`src/rtl/fifo_wr_arbiter.sv`:
```
// Round-robin arbiter sharing one FIFO write port among N_REQ valid/ready producers.
// Each grant lasts until req_last, BURST beats, or the owner withdraws valid.
module fifo_wr_arbiter #(
   parameter int unsigned N_REQ   = 4,
   parameter int unsigned N_REQ_l = $clog2(N_REQ),
   parameter int unsigned WIDTH   = 8,
   parameter int unsigned BURST   = 4
) (
   input  logic                   clock,
   input  logic                   reset_n,
   input  logic [N_REQ-1:0]       req_valid,
   input  logic [N_REQ-1:0]       req_last,
   input  logic [N_REQ*WIDTH-1:0] req_data,
   output logic [N_REQ-1:0]       req_ready,
   output logic [N_REQ-1:0]       grant,
   output logic                   busy,
   output logic                   fifo_wr,
   output logic [WIDTH-1:0]       fifo_din,
   input  logic                   fifo_full
);

   localparam int unsigned CntW = $clog2(BURST) + 1;

   localparam logic [0:0] StIdle  = 1'b0;
   localparam logic [0:0] StGrant = 1'b1;

   localparam logic [N_REQ_l-1:0] PtrRst  = N_REQ_l'(N_REQ - 1);
   localparam logic [CntW-1:0]    LastCnt = CntW'(BURST - 1);

   logic [0:0]         state_q, state_d;
   logic [N_REQ-1:0]   grant_q, grant_d;
   logic [N_REQ_l-1:0] gidx_q, gidx_d;
   logic [N_REQ_l-1:0] ptr_q, ptr_d;
   logic [CntW-1:0]    cnt_q, cnt_d;

   logic               sel_found;
   logic [N_REQ_l-1:0] sel_idx;
   logic [N_REQ_l-1:0] cand;
   logic [WIDTH-1:0]   sel_data;
   logic               in_grant;
   logic               beat;

   // Scan from farthest to nearest so the first valid bit after ptr wins.
   always_comb begin
      sel_found = 1'b0;
      sel_idx   = '0;
      cand      = '0;
      for (int k = int'(N_REQ); k >= 1; k--) begin
         cand = N_REQ_l'((int'(ptr_q) + k) % int'(N_REQ));
         if (req_valid[cand]) begin
            sel_found = 1'b1;
            sel_idx   = cand;
         end
      end
   end

   always_comb begin
      sel_data = '0;
      for (int i = 0; i < int'(N_REQ); i++) begin
         if (gidx_q == N_REQ_l'(i)) begin
            sel_data = req_data[i*WIDTH +: WIDTH];
         end
      end
   end

   assign in_grant  = (state_q == StGrant);
   assign beat      = in_grant & req_valid[gidx_q] & ~fifo_full;
   assign fifo_wr   = beat;
   assign req_ready = grant_q & {N_REQ{beat}};
   assign fifo_din  = in_grant ? sel_data : '0;
   assign grant     = grant_q;
   assign busy      = in_grant;

   always_comb begin
      state_d = state_q;
      grant_d = grant_q;
      gidx_d  = gidx_q;
      ptr_d   = ptr_q;
      cnt_d   = cnt_q;
      case (state_q)
         StIdle: begin
            if (sel_found) begin
               state_d          = StGrant;
               gidx_d           = sel_idx;
               grant_d          = '0;
               grant_d[sel_idx] = 1'b1;
               cnt_d            = '0;
            end
         end
         StGrant: begin
            if (!req_valid[gidx_q]) begin
               state_d = StIdle;
               ptr_d   = gidx_q;
               grant_d = '0;
            end else if (beat) begin
               cnt_d = cnt_q + CntW'(1);
               if (req_last[gidx_q] || (cnt_q == LastCnt)) begin
                  state_d = StIdle;
                  ptr_d   = gidx_q;
                  grant_d = '0;
               end
            end
         end
         default: begin
            state_d = StIdle;
            grant_d = '0;
         end
      endcase
   end

   always_ff @(posedge clock or negedge reset_n) begin
      if (!reset_n) begin
         state_q <= StIdle;
         grant_q <= '0;
         gidx_q  <= '0;
         ptr_q   <= PtrRst;
         cnt_q   <= '0;
      end else begin
         state_q <= state_d;
         grant_q <= grant_d;
         gidx_q  <= gidx_d;
         ptr_q   <= ptr_d;
         cnt_q   <= cnt_d;
      end
   end

endmodule

```
`config.mk`:
```
export PLATFORM = sky130hd
export DESIGN_NAME = fifo_wr_arbiter
export DESIGN_NICKNAME = d
export VERILOG_FILES = /design/src/rtl/fifo_wr_arbiter.sv
export SDC_FILE = /design/constraint.sdc
export NUM_CORES = 1
export LEC_CHECK = 0
export ABC_CLOCK_PERIOD_IN_PS = 4100
export CORE_MARGIN = 8
export CORE_UTILIZATION = 40
export CTS_CLUSTER_SIZE = 30
export DETAILED_ROUTE_END_ITERATION = 16
export DONT_BUFFER_PORTS = 1
export PLACE_DENSITY = 0.51
export SLEW_MARGIN = 20
export SYNTH_ARGS = -nofsm -noshare
export SYNTH_HDL_FRONTEND = slang
export SYNTH_SLANG_ARGS = --single-unit
```
`constraint.sdc`:
```
create_clock -name clock -period 4.1 [get_ports clock]
set_input_delay 0.615 -clock clock [delete_from_list [all_inputs] [get_ports clock]]
set_output_delay 0.615 -clock clock [all_outputs]
set_load 0.005 [all_outputs]
```
# After elaboration in Yosys (flattened, before gate mapping)
# Cells that the tools add are included.
# word_totals
ff_bits,12
latch_bits,0
ram_bits,0
romBits,0
input_bits,43
output_inout_bits,18
memories,0
# classes
n_addsub,5
n_mul,0
div_mod_pow,0
magnitude_cmp,7
n_eq_ne,11
shifts,0
n_mux,44
n_bitwise,5
reduce_logical,7
# ops
cell,count
8-bit two-way mux,5
"2-bit by 3-bit less-than comparator with 1-bit output, second input constant",6
4-bit two-way mux,4
1-bit two-way mux,15
2-bit two-way mux,7
1-bit binary-select mux with 2-bit select,6
3-bit two-way mux,3
3-bit AND reduction,3
4-bit case mux with 2 select lines,1
"2-bit by 1-bit inequality test with 1-bit output, second input constant",3
3-bit case mux with 2 select lines,1
"2-bit by 1-bit adder with 2-bit output, second input constant",2
"2-bit adder, second input constant",2
4-bit AND,1
"2-bit == test, second input constant",2
"2-bit inequality test, second input constant",2
"3-bit by 1-bit adder with 3-bit output, second input constant",1
"3-bit by 2-bit == test with 1-bit output, second input constant",1
"3-bit by 2-bit inequality test with 1-bit output, second input constant",1
"3-bit inequality test, second input constant",1
1-bit AND,2
1-bit demux with 2-bit select,1
"2-bit by 1-bit == test with 1-bit output, second input constant",1
"2-bit by 1-bit >= comparator with 1-bit output, second input constant",1
6 further kinds,7

# Longest topological paths before layout
# depth
word_depth,13
mapped_depth,6
depth_no_buf,6

# Worst setup path before layout
# No wires, ideal clock.
# synth_path
path_type,input -> output
start,input port req_valid[3]
end,output port req_ready[0]
t_arrival_ns,1.492
required_time_ns,3.485
setup_slack_ns,1.993
cell_stages,4
n_path_buf,0
path_cell_list,mux4_2 -> nand3b_2 -> inv_2 -> and2_1
# synth_between
elab_chain_len,5
# synth_rtl
element,line_no,text
start: declaration,11,"input logic [N_REQ-1:0] req_valid,"
1-bit binary-select mux with 2-bit select,67,assign beat = in_grant & req_valid[gidx_q] & ~fifo_full;
1-bit two-way mux (implied by the code),67,
1-bit AND (2 in series),67,
named net fifo_wr,17,"output logic fifo_wr,"
4-bit AND,69,assign req_ready = grant_q & {N_REQ{beat}};
end: declaration,14,"output logic [N_REQ-1:0] req_ready,"
# The timed path passes the listed nets, and every way through them passes these cells. The select of a mux whose other input is x is not followed.

# Worst setup path after layout
# layout_path
start,register gidx_q[0]
end,output port req_ready[0]
# layout_between
elab_chain_len,5
# layout_rtl
element,line_no,text
start: declaration,32,"logic [N_REQ_l-1:0] gidx_q, gidx_d;"
start signal: assignment,121,gidx_q <= gidx_d;
1-bit binary-select mux with 2-bit select,67,
1-bit two-way mux (implied by the code),67,
1-bit AND (2 in series),67,
named net fifo_wr,17,
4-bit AND,69,
# The timed path passes the listed nets, and every way through them passes these cells. The select of a mux whose other input is x is not followed.

==> impl_results.md <==
- Share of layout cells above drive strength 1: 22.09%
- DP Worst Slack: 1663 ps
- Vias: 705
- Post-CTS sizing: 0
- DRC violations left: 0
- Setup Skew: 1.379 ps
- Maxcap violations: 0
- Die Span X: 64.21 um
- Die height: 64.21 um
- DP Area: 948.4 um^2
- Critical path class: reg -> out
- Total core area: 0.002212 mm^2
- Iter 0 DRT Violations: 22
- Fillcell total: 222
- Syn Nets: 131
- Most frequent cells in the layout: and2_1, dfrtp_1, mux4_2
- Worst min-delay path class: in -> async
- Commonest non-fill, non-tap cell in the layout: and2_1
- Worst slew pin tran: 622.4 ps
- CP Launch Type: register
- Max Fclk: 368.1 MHz
- Worst endpoint data arrival time: 2100 ps
- Gr busiest metal: met2
- Global-route wire length before repair: 3.574 mm
- Final Hold Viols: 0
- Vias in the first global route: 726
- Leak: 0.3922 nW
- P per Cell Area: 692.8 mW/mm^2
- Ys Warns: 0
- Post-Syn Area: 929.6 um^2
- Detailed Routing Iterations Pass 1: 4
- Max-slew headroom: 58.51%
- Synthesized flop and latch total: 12
- Drt via density: 6.184
- Met3 usage: 6.794%
- Port bufs: 0
- Htree depth: 1
- Final min period: 2716 ps
- RSZ-0062 raised after global routing: no
- Clock sink count: 12
- Final nets: 132
- Final GP Congestion: 0.7286
- Total CTS buffers: 3
- Crit-path max FO: 13
- Seq/Total Area, Yosys: 32.57%
- Cells after Synth: 86
- Grt total ovfl: 0
- # IOs: 61
- Clock tree buffer depth: 2
- Routed WL: 2.270 mm
- ANT nets after route: 0
- Setup Fix Bufs, Post-CTS: 0
- Largest net degree at the start of global routing: 16
- Area of the multi-input gates: 584.3 um^2
- Status: finished clean
- Wire per inst: 19.91 um
- Clock Latency Late Sink: 280 ps
- Fin crit share: 66.25%
- Worst Path Required: 3480 ps
- Initial Util: 42.02%
- Area Growth Syn to Fin: 5.922%
- Clock-pin slew on the worst setup and hold paths: 80 ps
- Pins Over Slew Limit: 0
- Distinct cells, synth: 32
- Crit. End Element: output port
- Root Driver: clkbuf_4
- Initial antenna violation count: 0
- CTS tree: yes
- Fin area: 984.7 um^2
- GR Layer Usage met2: 16.44%
- CTS Hold Bufs: 0
- All-layer global routing usage: 10.52%
- Die area: 0.004123 mm^2
- Setup ws final: 1384 ps
- Synth Area per Inst: 10.81 um^2
- Setup TNS Final: 0 ps
- GRT met1 Usage: 11.17%
- Setup violators final: 0
- Row count: 17
- Ant diodes: 0
- FF/Latch Area: 302.8 um^2
- Maximum VDD drop: 0.3195 mV
-- synth_stat cells, drive strengths merged --
cell     number  area, um^2
a21oi         2       10.01
a221oi        1       15.01
a22oi         1       7.510
a32o          2       20.02
and2         12       75.07
and3          1       6.260
buf           1       5.000
clkbuf        3       11.26
dfrtp        10       250.2
dfstp         2       52.55
ha            2       25.02
inv           7       26.28
mux2          3       33.78
mux2i         2       20.02
mux4          9       202.7
nand2         2       7.510
nand2b        1       6.260
nand3         3       15.01
nand3b        1       11.26
nor2          3       11.26
nor2b         2       12.51
nor4          1       6.260
o211ai        1       7.510
o21a          1       7.510
o21ai         7       35.03
o22ai         1       6.260
o2bb2ai       2       17.52
o32a          1       10.01
o32ai         1       8.760
or2           1       6.260
-- per-layer routing --
| layer | part of all wire, % | wire length [um] | vias to the layer above |
|---|---|---|---|
| li1 | - | - | 329 |
| met1 | 37 | 850 | 326 |
| met2 | 44 | 995 | 48 |
| met3 | 18 | 411 | 2 |
| met4 | 0.53 | 12 | 0 |
| met5 | 0 | 0 | - |
-- power breakdown --
part | internal [mW] | switching (mW) | total (mW)
registers | 0.176 | 0.102 | 0.277
clock network | 0.0540 | 0.0435 | 0.0975
logic | 0.179 | 0.128 | 0.307
-- final timing paths --
check / from / to / slack [ps] / cells past startpoint
setup / recovery: gidx_q[0]$_DFFE_PN0P_ / req_ready[0] / 1380 / 4
setup reg to reg: gidx_q[0]$_DFFE_PN0P_ / grant[3]$_DFFE_PN0P_ / 2100 / 4
hold reg to reg: cnt_q[0]$_DFFE_PN0P_ / cnt_q[0]$_DFFE_PN0P_ / 500 / 1
max in group asynchronous: reset_n / ptr_q[1]$_DFFE_PN1P_ / 3910 / 0
hold / removal: reset_n / cnt_q[1]$_DFFE_PN0P_ / 20 / 0
min in group clock: cnt_q[0]$_DFFE_PN0P_ / cnt_q[0]$_DFFE_PN0P_ / 500 / 1
-- cell families after synthesis --
kind of cell | count (synthesis) | synth area share (%)
AOI/OAI and AO/OA | 20 | 15.61
adders and majority gates | 2 | 2.691
buffers and inverters | 11 | 4.576
DFF | 12 | 32.57
muxes | 14 | 27.59
and+or+nand+nor | 27 | 16.96
-- critical path, cell delays in order, from the launching register on --
cell and delay [ps]:
dfrtp_1 750, mux4_2 640, nand3b_2 180, inv_2 80, and2_1 170
-- sequential cells by signal, indices dropped and copies added, names as in the netlist --
| register | count |
|---|---|
| cnt_q | 3 |
| gidx_q | 2 |
| ptr_q | 2 |
| busy | 1 |
| grant | 4 |
-- cell type report --
class / count / area share [%]
clock buffers: 4 / 3.685
inverters: 7 / 2.668
flip-flops and latches: 12 / 30.75
multi-input cells: 63 / 59.34
well taps: 28 / 3.558
-- stage by stage --
step           utilization (%)  total power, mW  std cells  hold WS [ps]
3_5_place_dp             42.87           0.5941        110         319.9
6_report                 44.51           0.6822        114         20.75
4_1_cts                  44.51           0.6932        114         12.58
3_3_place_gp             42.87           0.5922        110         319.8
2_1_floorplan                -           0.5402         86         319.4
5_1_grt                  44.51           0.7401        114         5.870
No activity file was read; power rests on OpenSTA's default activity.
